## config.mk

```make
export PLATFORM = sky130hd
export DESIGN_NAME = uart_frame_decoder_flat
export DESIGN_NICKNAME = d
export VERILOG_FILES = /design/src/rtl/uart_frame_decoder_pkg.sv /design/src/rtl/uart_frame_decoder_if.sv /design/src/rtl/uart_frame_decoder_buf.sv /design/src/rtl/uart_frame_decoder.sv /design/src/flat_wrapper.sv
export SDC_FILE = /design/constraint.sdc
export NUM_CORES = 1
export LEC_CHECK = 0
export BUFFER_PORTS_ARGS = -buffer_cell sky130_fd_sc_hd__buf_2
export CAP_MARGIN = 0
export CORE_AREA = 2 2 168 137
export DETAILED_ROUTE_END_ITERATION = 6
export DIE_AREA = 0 0 170 139
export GPL_TIMING_DRIVEN = 0
export SLEW_MARGIN = 10
export SYNTH_ARGS = -nofsm -noshare
export SYNTH_HDL_FRONTEND = slang
export SYNTH_HIERARCHICAL = 1
export SYNTH_SLANG_ARGS = --single-unit
```

## constraint.sdc

```tcl
create_clock -name clk -period 3.6 [get_ports clk]
set_clock_uncertainty 0.05 [all_clocks]
set_input_delay 0.36 -clock clk [delete_from_list [all_inputs] [get_ports clk]]
set_output_delay 0.36 -clock clk [all_outputs]
set_load 0.01 [all_outputs]
```

## src/rtl/uart_frame_decoder_pkg.sv

```systemverilog
// Shared types and defaults for the UART frame decoder slice.
package uart_frame_pkg;

    typedef enum logic [2:0] {
        S_HUNT,
        S_CMD,
        S_LEN,
        S_PLD,
        S_CSUM,
        S_HOLD
    } state_t;

    localparam int         DEFAULT_MAX_LEN        = 16;
    localparam logic [7:0] DEFAULT_SYNC_BYTE      = 8'hAA;
    localparam int         DEFAULT_TIMEOUT_CYCLES = 50000;

    // Width needed to hold a length in 0..max_len.
    function automatic int len_width(input int max_len);
        return $clog2(max_len + 1);
    endfunction

    // Width needed to index a buffer of max_len entries.
    function automatic int addr_width(input int max_len);
        return (max_len > 1) ? $clog2(max_len) : 1;
    endfunction

endpackage

```

## src/rtl/uart_frame_decoder_if.sv

```systemverilog
// Byte input, frame handshake and payload read port of the UART frame decoder.
interface uart_frame_decoder_if #(
    parameter int MAX_LEN = uart_frame_pkg::DEFAULT_MAX_LEN
);
    localparam int LW = uart_frame_pkg::len_width(MAX_LEN);

    logic [7:0]    rx_byte;
    logic          rx_valid;
    logic          frm_valid;
    logic          frm_ready;
    logic [7:0]    frm_cmd;
    logic [LW-1:0] frm_len;
    logic [LW-1:0] pld_addr;
    logic [7:0]    pld_data;
    logic          err_csum;
    logic          err_len;
    logic          err_timeout;
    logic          byte_drop;

    // Environment side: UART receiver plus firmware bridge.
    modport master (
        output rx_byte, rx_valid, frm_ready, pld_addr,
        input  frm_valid, frm_cmd, frm_len, pld_data,
        input  err_csum, err_len, err_timeout, byte_drop
    );

    // Decoder side.
    modport slave (
        input  rx_byte, rx_valid, frm_ready, pld_addr,
        output frm_valid, frm_cmd, frm_len, pld_data,
        output err_csum, err_len, err_timeout, byte_drop
    );

endinterface

```

## src/rtl/uart_frame_decoder_buf.sv

```systemverilog
// Payload register file: one synchronous write port, one combinational read port.
module uart_frame_buf
    import uart_frame_pkg::*;
#(
    parameter int MAX_LEN = DEFAULT_MAX_LEN,
    parameter int LW      = len_width(MAX_LEN),
    parameter int AW      = addr_width(MAX_LEN)
) (
    input  logic          clk,
    input  logic          wr_en,
    input  logic [AW-1:0] wr_addr,
    input  logic [7:0]    wr_data,
    input  logic [LW-1:0] rd_addr,
    output logic [7:0]    rd_data
);

    logic [7:0] mem [MAX_LEN];

    always_ff @(posedge clk) begin
        if (wr_en) begin
            mem[wr_addr] <= wr_data;
        end
    end

    // Out-of-range reads return zero rather than aliasing onto a real entry.
    assign rd_data = (rd_addr < LW'(MAX_LEN)) ? mem[rd_addr[AW-1:0]] : 8'h00;

endmodule

```

## src/rtl/uart_frame_decoder.sv

```systemverilog
// UART frame parser (SYNC, CMD, LEN, payload, XOR checksum) holding one validated frame.
// Defining UART_FRAME_TIMEOUT_EN adds the inter-byte gap timeout.
module uart_frame_decoder
    import uart_frame_pkg::*;
#(
    parameter int         MAX_LEN        = DEFAULT_MAX_LEN,
    parameter logic [7:0] SYNC_BYTE      = DEFAULT_SYNC_BYTE,
    parameter int         TIMEOUT_CYCLES = DEFAULT_TIMEOUT_CYCLES
) (
    input logic                 clk,
    input logic                 rst,
    uart_frame_decoder_if.slave bus
);

    localparam int         LW        = len_width(MAX_LEN);
    localparam int         AW        = addr_width(MAX_LEN);
    localparam logic [7:0] MAX_LEN_B = 8'(MAX_LEN);

    state_t        state;
    state_t        state_n;
    logic [7:0]    cmd_q;
    logic [7:0]    cmd_n;
    logic [LW-1:0] len_q;
    logic [LW-1:0] len_n;
    logic [LW-1:0] idx_q;
    logic [LW-1:0] idx_n;
    logic [LW-1:0] idx_inc;
    logic [7:0]    xor_q;
    logic [7:0]    xor_n;
    logic [7:0]    frm_cmd_q;
    logic [7:0]    frm_cmd_n;
    logic [LW-1:0] frm_len_q;
    logic [LW-1:0] frm_len_n;
    logic          err_csum_q;
    logic          err_csum_n;
    logic          err_len_q;
    logic          err_len_n;
    logic          byte_drop_q;
    logic          byte_drop_n;
    logic          wr_en;
    logic [7:0]    buf_rd_data;
    logic          timeout_hit;

    assign idx_inc = idx_q + LW'(1);

    always_ff @(posedge clk or posedge rst) begin
        if (rst) begin
            state       <= S_HUNT;
            cmd_q       <= 8'h00;
            len_q       <= '0;
            idx_q       <= '0;
            xor_q       <= 8'h00;
            frm_cmd_q   <= 8'h00;
            frm_len_q   <= '0;
            err_csum_q  <= 1'b0;
            err_len_q   <= 1'b0;
            byte_drop_q <= 1'b0;
        end else begin
            state       <= state_n;
            cmd_q       <= cmd_n;
            len_q       <= len_n;
            idx_q       <= idx_n;
            xor_q       <= xor_n;
            frm_cmd_q   <= frm_cmd_n;
            frm_len_q   <= frm_len_n;
            err_csum_q  <= err_csum_n;
            err_len_q   <= err_len_n;
            byte_drop_q <= byte_drop_n;
        end
    end

    // Sync values seen after S_HUNT are plain data; there is no mid-frame resync.
    always_comb begin
        state_n     = state;
        cmd_n       = cmd_q;
        len_n       = len_q;
        idx_n       = idx_q;
        xor_n       = xor_q;
        frm_cmd_n   = frm_cmd_q;
        frm_len_n   = frm_len_q;
        err_csum_n  = 1'b0;
        err_len_n   = 1'b0;
        byte_drop_n = 1'b0;
        wr_en       = 1'b0;
        unique case (state)
            S_HUNT: begin
                if (bus.rx_valid && (bus.rx_byte == SYNC_BYTE)) begin
                    state_n = S_CMD;
                end
            end
            S_CMD: begin
                if (bus.rx_valid) begin
                    cmd_n   = bus.rx_byte;
                    xor_n   = bus.rx_byte;
                    state_n = S_LEN;
                end
            end
            S_LEN: begin
                if (bus.rx_valid) begin
                    if (bus.rx_byte > MAX_LEN_B) begin
                        err_len_n = 1'b1;
                        state_n   = S_HUNT;
                    end else begin
                        len_n   = bus.rx_byte[LW-1:0];
                        idx_n   = '0;
                        xor_n   = xor_q ^ bus.rx_byte;
                        state_n = (bus.rx_byte == 8'h00) ? S_CSUM : S_PLD;
                    end
                end
            end
            S_PLD: begin
                if (bus.rx_valid) begin
                    wr_en = 1'b1;
                    xor_n = xor_q ^ bus.rx_byte;
                    idx_n = idx_inc;
                    if (idx_inc == len_q) begin
                        state_n = S_CSUM;
                    end
                end
            end
            S_CSUM: begin
                if (bus.rx_valid) begin
                    if (bus.rx_byte == xor_q) begin
                        frm_cmd_n = cmd_q;
                        frm_len_n = len_q;
                        state_n   = S_HOLD;
                    end else begin
                        err_csum_n = 1'b1;
                        state_n    = S_HUNT;
                    end
                end
            end
            S_HOLD: begin
                byte_drop_n = bus.rx_valid;
                if (bus.frm_ready) begin
                    state_n = S_HUNT;
                end
            end
            default: state_n = S_HUNT;
        endcase
        if (timeout_hit) begin
            state_n = S_HUNT;
        end
    end

`ifdef UART_FRAME_TIMEOUT_EN
    localparam int            CW        = $clog2(TIMEOUT_CYCLES + 1);
    localparam logic [CW-1:0] GAP_LIMIT = CW'(TIMEOUT_CYCLES - 1);

    logic [CW-1:0] gap_cnt;
    logic          gap_active;
    logic          err_timeout_q;

    assign gap_active  = (state == S_CMD) || (state == S_LEN) ||
                         (state == S_PLD) || (state == S_CSUM);
    assign timeout_hit = gap_active && !bus.rx_valid && (gap_cnt == GAP_LIMIT);

    // Gap counter only runs while a frame is partially received.
    always_ff @(posedge clk or posedge rst) begin
        if (rst) begin
            gap_cnt       <= '0;
            err_timeout_q <= 1'b0;
        end else begin
            err_timeout_q <= timeout_hit;
            if (!gap_active || bus.rx_valid || timeout_hit) begin
                gap_cnt <= '0;
            end else begin
                gap_cnt <= gap_cnt + CW'(1);
            end
        end
    end

    assign bus.err_timeout = err_timeout_q;
`else
    assign timeout_hit     = 1'b0;
    assign bus.err_timeout = 1'b0;
`endif

    uart_frame_buf #(
        .MAX_LEN (MAX_LEN),
        .LW      (LW),
        .AW      (AW)
    ) u_buf (
        .clk     (clk),
        .wr_en   (wr_en),
        .wr_addr (idx_q[AW-1:0]),
        .wr_data (bus.rx_byte),
        .rd_addr (bus.pld_addr),
        .rd_data (buf_rd_data)
    );

    assign bus.frm_valid = (state == S_HOLD);
    assign bus.frm_cmd   = frm_cmd_q;
    assign bus.frm_len   = frm_len_q;
    assign bus.pld_data  = (bus.pld_addr < frm_len_q) ? buf_rd_data : 8'h00;
    assign bus.err_csum  = err_csum_q;
    assign bus.err_len   = err_len_q;
    assign bus.byte_drop = byte_drop_q;

endmodule
```

## src/flat_wrapper.sv

```systemverilog
// flat-port wrapper written by rule: the top's interface ports become plain ports
module uart_frame_decoder_flat import uart_frame_pkg::*;
#(
    parameter int         MAX_LEN        = DEFAULT_MAX_LEN,
    parameter logic [7:0] SYNC_BYTE      = DEFAULT_SYNC_BYTE,
    parameter int         TIMEOUT_CYCLES = DEFAULT_TIMEOUT_CYCLES
)
  (clk, rst, bus_rx_byte, bus_rx_valid, bus_frm_ready, bus_pld_addr, bus_frm_valid, bus_frm_cmd, bus_frm_len, bus_pld_data, bus_err_csum, bus_err_len, bus_err_timeout, bus_byte_drop);
  uart_frame_decoder_if #(.MAX_LEN(MAX_LEN)) bus_i ();
  input logic clk;
  input logic rst;
  input wire logic [$bits(bus_i.rx_byte)-1:0] bus_rx_byte;
  input wire logic [$bits(bus_i.rx_valid)-1:0] bus_rx_valid;
  input wire logic [$bits(bus_i.frm_ready)-1:0] bus_frm_ready;
  input wire logic [$bits(bus_i.pld_addr)-1:0] bus_pld_addr;
  output wire logic [$bits(bus_i.frm_valid)-1:0] bus_frm_valid;
  output wire logic [$bits(bus_i.frm_cmd)-1:0] bus_frm_cmd;
  output wire logic [$bits(bus_i.frm_len)-1:0] bus_frm_len;
  output wire logic [$bits(bus_i.pld_data)-1:0] bus_pld_data;
  output wire logic [$bits(bus_i.err_csum)-1:0] bus_err_csum;
  output wire logic [$bits(bus_i.err_len)-1:0] bus_err_len;
  output wire logic [$bits(bus_i.err_timeout)-1:0] bus_err_timeout;
  output wire logic [$bits(bus_i.byte_drop)-1:0] bus_byte_drop;
  assign bus_i.rx_byte = bus_rx_byte;
  assign bus_i.rx_valid = bus_rx_valid;
  assign bus_i.frm_ready = bus_frm_ready;
  assign bus_i.pld_addr = bus_pld_addr;
  assign bus_frm_valid = bus_i.frm_valid;
  assign bus_frm_cmd = bus_i.frm_cmd;
  assign bus_frm_len = bus_i.frm_len;
  assign bus_pld_data = bus_i.pld_data;
  assign bus_err_csum = bus_i.err_csum;
  assign bus_err_len = bus_i.err_len;
  assign bus_err_timeout = bus_i.err_timeout;
  assign bus_byte_drop = bus_i.byte_drop;
  uart_frame_decoder #(.MAX_LEN(MAX_LEN), .SYNC_BYTE(SYNC_BYTE), .TIMEOUT_CYCLES(TIMEOUT_CYCLES)) u_core (.clk(clk), .rst(rst), .bus(bus_i));
endmodule
```

Word-level counts from Yosys, hierarchy flattened
Memory sizes are Yosys's and may differ from the RTL's. Cells that the tools add are included.

Register bits: 45. Bits in latches: 0. RAM bits: 128. ROM bits: 0. Input bits: 17. Output and inout bits: 26. Logic and storage cells: 77. Memories: 1.

$add $sub $neg: 1. Multipliers: 0. Divide/modulo/power cells: 0. Magnitude comparators: 3. Equality and inequality tests: 16. Shift operators: 0. Multiplexer cells: 33. Bitwise logic cells: 2. Reduce and logical (&&, ||, !) cells: 11.

Memories: u_core.u_buf.mem (words 16, bits a word 8, rd ports 1, clocked after memory_dff 0, write ports 1, RTL line uart_frame_decoder_buf.sv:17) `logic [7:0] mem [MAX_LEN];`.

Operators with widths (count): 8-bit two-way mux (6); 3-bit two-way mux (10); 8-bit one-hot mux with 3 select lines (1); 3-bit one-hot mux with 6 select lines (1); 5-bit two-way mux (3); 2-bit != test, second input constant (6); 1-bit two-way mux (11); 5-bit one-hot mux with 2 select lines (1); 8-bit == test (1); 8-bit == test, second input constant (1); 8-bit by 5-bit greater-than comparator with 1-bit output, second input constant (1); 8-bit logical NOT (1); 8-bit bitwise XOR (1); 7-bit AND reduction (1); 3-bit by 2-bit == test with 1-bit output, second input constant (2); 3-bit == test, second input constant (2); 3-bit AND reduction (2); 5-bit by 1-bit adder with 5-bit output, second input constant (1); 5-bit == test (1); 5-bit less-than comparator (1); 5-bit less-than comparator, second input constant (1); 5-bit AND reduction (1); 2-bit by 1-bit != test with 1-bit output, second input constant (2); 4-bit AND reduction (1); other kinds (7) (7).

Logic depth before layout (Yosys ltp)
Gate-level depths: netlist (run 1).

Depth in word-level cells: 5. Mapped depth: 8. Depth with buffers taken out: 6.

Hierarchy
Netlist (run 1), hierarchy kept.

By module, submodules not included: uart_frame_buf (times used 1, cells each 232, area an instance 5071.1 µm², sequential area each 3843.7 µm²); uart_frame_decoder (times used 1, cells each 229, area an instance 2507.4 µm², sequential area each 1126.1 µm²).

Worst setup path after synthesis (run 1)
No wires, ideal clock.

Path type: register to register. Start: register u_core.state[2]. End: memory u_core.u_buf.mem[0][0], enable pin. Library setup time: 0.383 ns. Data arrival time: 2.207 ns. Data required time: 3.167 ns. Setup slack: 0.959 ns. Stages on the path, launching flop included: 7. Buffers on the path: 1. Period minus slack after synthesis: 2.641 ns. Path through: dfrtp_1 nor2b_1 buf_2 nand3_1 inv_1 or3b_2 nor3_1.

Longest elaborated chain between the ends: 4.

RTL lines: from (decl) (RTL line uart_frame_decoder.sv:19) `state_t state;`; from (signal assigned) (RTL line uart_frame_decoder.sv:59) `state <= state_n;`; 3-bit by 2-bit == test with 1-bit output (RTL line uart_frame_decoder.sv:85) `unique case (state)`; 1-bit two-way mux (RTL line uart_frame_decoder.sv:85); named net u_core.wr_en (RTL line uart_frame_decoder.sv:40) `logic wr_en;`; 1-bit two-way mux (RTL line uart_frame_decoder_buf.sv:20) `if (wr_en) begin`; 1-bit two-way mux (not written as such) (RTL line uart_frame_decoder_buf.sv:21) `mem[wr_addr] <= wr_data;`; to (decl) (RTL line uart_frame_decoder_buf.sv:17).

The timed path passes the listed nets, and every way through them passes these cells.

Worst setup path after layout (run 1)
Start: register u_core.state[2]. End: memory u_core.u_buf.mem[1][6], enable pin.

The elaborated chain is that of the path after synthesis.

==> results of run 1 <==
## layout by cell type, fill, tap and decap left out, types with 5 or more instances in the layout
cell type	count
nand2b_1	12
mux2_2	16
nand2_1	17
nor2b_1	5
clkbuf_1	12
and3_1	6
nand3b_1	5
xnor2_1	7
a21oi_1	20
xor2_1	9
edfxtp_1	128
ha_1	5
dfrtp_1	45
clkbuf_16	17
o21ai_0	6
mux4_2	24
mux2i_1	21
nor2_1	22
a22o_1	5
buf_2	46
clkbuf_8	5
buf_6	5
inv_1	6
mux2_4	10
## path summary, 6_finish.rpt
path                       slack [ps]                      to  depth (start not counted)                   from
setup / recovery                  490  u_core/u_buf/mem[1][6]                          6        u_core/state[2]
hold / removal                    270         u_core/xor_q[5]                          3           bus_rx_valid
setup reg to reg                  490  u_core/u_buf/mem[1][6]                          6        u_core/state[2]
hold reg to reg                   450   u_core/bus.frm_cmd[4]                          1  u_core/bus.frm_cmd[4]
max in group asynchronous        2620         u_core/cmd_q[4]                          4                    rst
min in group asynchronous         400         u_core/len_q[1]                          3                    rst
## routing by layer
layer / vias to the layer above / track usage / share of wire
met2: 117 / 0.207 / 0.45
met5: - / 0 / 0.00098
met4: 2 / 0.0450 / 0.013
met1: 2242 / 0.221 / 0.49
met3: 16 / 0.0248 / 0.050
li1: 1906 / - / -
## layout make-up
| class | instances | share of cell area |
|---|---|---|
| multi-input combinational | 257 | 0.276 |
| tap | 280 | 0.0400 |
| clock buffer | 25 | 0.0543 |
| sequential | 173 | 0.568 |
| inverter | 7 | 0.00300 |
| timing repair buffer | 43 | 0.0269 |
| buffer | 24 | 0.0219 |
| clock inverter | 7 | 0.0104 |
## synth_stat cells, types with 7 or more instances
| cell type | count | area (um^2) |
|---|---|---|
| xnor2_1 | 7 | 61.3 |
| nor3_1 | 7 | 35.0 |
| edfxtp_1 | 128 | 3840 |
| inv_1 | 7 | 26.3 |
| xor2_1 | 9 | 78.8 |
| mux2_4 | 10 | 150 |
| nor2_1 | 22 | 82.6 |
| nand2b_1 | 12 | 75.1 |
| mux4_2 | 24 | 541 |
| nand2_1 | 17 | 63.8 |
| dfrtp_1 | 45 | 1130 |
| a21oi_1 | 20 | 100 |
| mux2_2 | 16 | 180 |
| mux2i_1 | 21 | 210 |
## registers in the layout, indices dropped and copies added (netlist names)
name	flops
u_core/bus.frm_len	5
u_core/state	3
u_core/len_q	5
u_core/bus.frm_cmd	8
u_core/u_buf/mem	128
u_core/idx_q	5
u_core/bus.err_csum	1
u_core/bus.err_len	1
u_core/xor_q	8
u_core/cmd_q	8
u_core/bus.byte_drop	1
## worst max-delay path, delay by kind of cell, from the launching register on
family / cells / cell delay, ps
buffers and inverters: 2 / 520
flip-flops: 1 / 480
AND/OR/NAND/NOR: 4 / 1680
## report_power, final
group / internal, W / switching (W)
clock: 0.00106 / 0.000702
combinational: 0.000399 / 0.000490
sequential: 0.00234 / 0.000167
total: 0.00380 / 0.00136
## stage by stage
step	std cells	utilization	setup slack (ps)	hold WS, ps	power [W]
after floorplan	461	-	959	409	0.00317
after global placement	782	0.369	45.6	434	0.00338
after detailed placement	783	0.370	496	292	0.00343
after CTS	816	0.396	506	253	0.00519
after global routing	816	0.396	319	291	0.00539
final	816	0.396	493	274	0.00516
## timing repair
item,4_1_cts,5_1_grt
setup buffers,0,0
hold endpoints to repair,14,0
hold buffers,1,0
## logic make-up (layout without fill, tap and decap cells)
| family | count (synthesis) | count (layout) | share of synthesized area |
|---|---|---|---|
| other | 1 | 1 | 0.000495 |
| xor gates and xnor gates | 17 | 17 | 0.0215 |
| AOI/OAI and AO/OA | 61 | 61 | 0.0550 |
| and+or+nand+nor | 98 | 98 | 0.0738 |
| buffers and inverters | 31 | 106 | 0.0287 |
| DFF | 173 | 173 | 0.656 |
| adders and majority gates | 5 | 5 | 0.00825 |
| muxes | 75 | 75 | 0.157 |
==> reports/metrics.yaml, run 1 <==
outcome: "complete, no violations"
post_cts_resized: 0
setup_viol: 0
ys_seq_area_frac: 0.656
syn_to_final_growth_pct: 15.5
end_kind: "register"
grt_use_total: 0.144
viasPerCell: 5.25
cp_cell_sequence: "nor2b_1, buf_2, nand3_1, inv_1, or3b_2, nor2_1"
final.setup.tns_ps: 0
die_area_um2: 23600
rsz0062_at_grt: "no"
drc: 0
core-area_um2: 22100
synth_fp_nets: 483
syn_inst: 461
die_height_um: 139
tightest_slew_ps: 1040
dr.pass1.iters: 5
synth-main-ff-cell: "edfxtp_1"
hpwl_um: 11100
cts_tree: "built"
vias: 4283
clock-root-buffer: "clkbuf_16"
grt_max_degree: 32
fp-row-count: 49
gp_congestion: 0.825
clkSinkCount: 173
start_kind: "register"
vdd_drop_max_uv: 351
placed_area_um2: 8170
wl_um: 16300
numCtsBuffers: 17
p_per_area_nw_per_um2: 590
io_pins: 43
synthArstFlopShare: 0.260
leakage_nw: 3.28
fin_crit_sh: 0.863
hp-class: "in -> reg"
critPathSlowestCell: "nor2_1"
synth-warning-count: 6
fillers: 2025
path_clk_slew_ps: 60
cts_max_level: 4
critPathMaxStageDelay_ps: 750
slew_headroom: 0.306
netlist_area_um2: 7580
path_max_fanout: 10
regArea_um2: 4970
detail-route-antenna-nets: 0
cap_violations: 0
hold_viol: 0
start_util: 0.343
grt_pass1_vias: 4196
critical_path_class: "reg -> reg"
final-max-slew-violation-count: 0
ys_ff_latch: 173
syn_area_per_cell_um2: 16.4
grt_pass1_wl_um: 25000
nets: 545
drive_gt1_frac: 0.284
synth_edf_count: 128
grt.overflow.total: 0
portBuffers: 41
clk_latency_ps: 420
fp.dieW_um: 170
n_antenna_cell: 0
antenna_found_initial: 1
multi_input_area_um2: 2410
ys_types: 60
cts_buffer_depth: 2
cp.required_ps: 3590
fin_crit_ps: 3110
wl_per_cell_um: 20.0
design_area_um2: 8750
worstPathArrival_ps: 3100
max_freq_mhz: 322
initialDrtViolationCount: 413
No activity file was read; power rests on OpenSTA's default activity.
==> run 2: changes to the inputs <==
--- a/config.mk
+++ b/config.mk
@@ -5,11 +5,12 @@
 export SDC_FILE = /design/constraint.sdc
 export NUM_CORES = 1
 export LEC_CHECK = 0
+export ABC_AREA = 0
 export BUFFER_PORTS_ARGS = -buffer_cell sky130_fd_sc_hd__buf_2
 export CAP_MARGIN = 0
-export CORE_AREA = 2 2 168 137
+export CORE_AREA = 2 2 157 129
 export DETAILED_ROUTE_END_ITERATION = 6
-export DIE_AREA = 0 0 170 139
+export DIE_AREA = 0 0 159 131
 export GPL_TIMING_DRIVEN = 0
 export SLEW_MARGIN = 10
 export SYNTH_ARGS = -nofsm -noshare
==> reports/metrics.yaml, run 2 (same netlist as run 1, synthesis figures left out) <==
outcome: "complete, no violations"  # unchanged
power.total_w: 0.00524  # was 0.00516 W
cp.required_ps: 3600  # was 3590 ps
wl_per_cell_um: 20.0  # about the same
start_util: 0.392  # was 0.343
hpwl_um: 10700  # was 11,100 um
cp_cell_sequence: "nor2b_1, buf_2, nand3_1, inv_1, or3b_2, nor2_1"  # unchanged
numCtsBuffers: 17  # unchanged
fillers: 1686  # was 2,025
fp-row-count: 46  # was 49
grt_pass1_vias: 4132  # was 4,196
final_cells: 801  # was 816
final_common_cell: "edfxtp_1"  # unchanged
critPathCapture: "u_core/u_buf/mem[2][6]"  # was u_core/u_buf/mem[1][6]
final-max-slew-violation-count: 0  # unchanged
grt_use_total: 0.157  # was 0.144
grt_pass1_wl_um: 24000  # was 25,000 um
placed_cells: 767  # was 783
path_max_fanout: 10  # unchanged
worstPathArrival_ps: 3100  # about the same
hp-class: "in -> reg"  # unchanged
rrSetupSlack_ps: 500  # was 490 ps
hold_viol: 0  # unchanged
portBuffers: 41  # unchanged
rsz0062_at_grt: "no"  # unchanged
grt_max_degree: 40  # was 32
critPathSlowestCell: "nor2_1"  # unchanged
fp.dieW_um: 159  # was 170 um
clock-root-buffer: "clkbuf_16"  # unchanged
clkSinkCount: 173  # unchanged
gp_congestion: 0.826  # was 0.825
final.setup.tns_ps: 0  # unchanged
vdd_drop_max_uv: 365  # was 351 uV
cts_buffer_depth: 2  # unchanged
viasPerCell: 5.33  # was 5.25
max_freq_mhz: 322  # about the same
antenna_found_initial: 0  # was 1
timing.rr.end: "u_core/u_buf/mem[2][6]"  # was u_core/u_buf/mem[1][6]
regArea_um2: 4970  # unchanged
slew_headroom: 0.238  # was 0.306
final_cell_mix: "edfxtp_1, buf_2, dfrtp_1, mux4_2, nor2_1"  # unchanged
setup_viol: 0  # unchanged
post_cts_resized: 0  # unchanged
fin_crit_ps: 3100  # was 3110 ps
worstRegToRegCells: 6  # unchanged
die_height_um: 131  # was 139 um
drive_gt1_frac: 0.293  # was 0.284
tightest_slew_ps: 1140  # was 1040 ps
startpoint: "u_core/state[2]"  # unchanged
core-area_um2: 19300  # was 22,100 um^2
nets: 545  # unchanged
die_area_um2: 20800  # was 23,600 um^2
initialDrtViolationCount: 289  # was 413
grt.overflow.total: 0  # unchanged
cts_max_level: 4  # unchanged
start_kind: "register"  # unchanged
fin_crit_sh: 0.862  # was 0.863
path_clk_slew_ps: 70  # was 60 ps
cap_violations: 0  # unchanged
critical_path_class: "reg -> reg"  # unchanged
detail-route-antenna-nets: 0  # unchanged
vias: 4266  # was 4,283
largest_register_ffs: 128  # unchanged
drc: 0  # unchanged
end_kind: "register"  # unchanged
wl_um: 16000  # was 16,300 um
leakage_nw: 3.30  # was 3.28 nW
critPathMaxStageDelay_ps: 770  # was 750 ps
multi_input_area_um2: 2410  # unchanged
p_per_area_nw_per_um2: 598  # was 590 nW/um^2
cts_tree: "built"  # unchanged
rr_startpoint: "u_core/state[2]"  # unchanged
syn_to_final_growth_pct: 15.7  # was 15.5%
dr.pass1.iters: 5  # unchanged
clk_latency_ps: 430  # was 420 ps
largest-register: "u_core/u_buf/mem"  # unchanged
io_pins: 43  # unchanged
run 2: cell count changes in the layout (fill, tap and decap cells not counted), sizes merged:
cell    before  now
diode        0    1
clkbuf      34   26
inv          7   16
clkinv       4    3
run 2: where the power goes:
group | total, W | internal (W) | switching, W
sequential | 0.00250 | 0.00234 | 0.000162
combinational | 0.000878 | 0.000399 | 0.000479
clock | 0.00186 | 0.00105 | 0.000809
total | 0.00524 | 0.00379 | 0.00145
run 2: per-stage QoR:
| step | area (um^2) | setup WS (ps) | hold WS [ps] | utilization |
|---|---|---|---|---|
| 2_1_floorplan | 7580 | 959 | 409 | - |
| 3_3_place_gp | 8110 | 104 | 437 | 0.420 |
| 3_5_place_dp | 8150 | 493 | 218 | 0.422 |
| 4_1_cts | 8760 | 483 | 238 | 0.453 |
| 5_1_grt | 8760 | 302 | 276 | 0.453 |
| 6_report | 8770 | 495 | 270 | 0.453 |
run 2: how the worst min path moves through the flow:
stage                               start                 endpoint  slack (ps)  depth (start not counted)
finish                     bus_rx_byte[0]  u_core/u_buf/mem[11][0]         270                          1
global route               bus_rx_byte[0]   u_core/u_buf/mem[3][0]         280                          1
CTS                         bus_frm_ready          u_core/state[2]         240                          4
detailed placement                    rst    u_core/bus.frm_cmd[3]         220                          2
global placement    u_core/bus.frm_cmd[6]    u_core/bus.frm_cmd[6]         440                          1
floorplan                  bus_rx_byte[0]   u_core/u_buf/mem[0][0]         410                          0
run 2: routing by layer:
layer	wire length, um	vias to the layer above	global-route usage
met3	671	16	0.0275
met2	7290	114	0.239
li1	-	1923	-
met5	0	-	0
met1	7790	2213	0.229
met4	240	0	0.0583
run 2: area by class of cell:
| cell class | instances | area share |
|---|---|---|
| plain buffers | 24 | 0.0218 |
| clock inverters | 15 | 0.0198 |
| well taps | 264 | 0.0377 |
| inverters | 7 | 0.00300 |
| multi-input cells | 257 | 0.275 |
| diodes | 1 | 0.000285 |
| clock buffers | 17 | 0.0485 |
| repair buffers | 43 | 0.0268 |
| flip-flops and latches | 173 | 0.567 |
run 2: worst max-delay path, delay by kind of cell (launching register included):
family / cells / cell delay [ps]
AND/OR/NAND/NOR: 4 / 1680
flip-flops: 1 / 490
buffers and inverters: 2 / 510
run 2: timing repair:
item | 4_1_cts | 5_1_grt
hold endpoints to repair | 6 | 0
hold buffers | 1 | 0
buffers inserted | 0 | 0
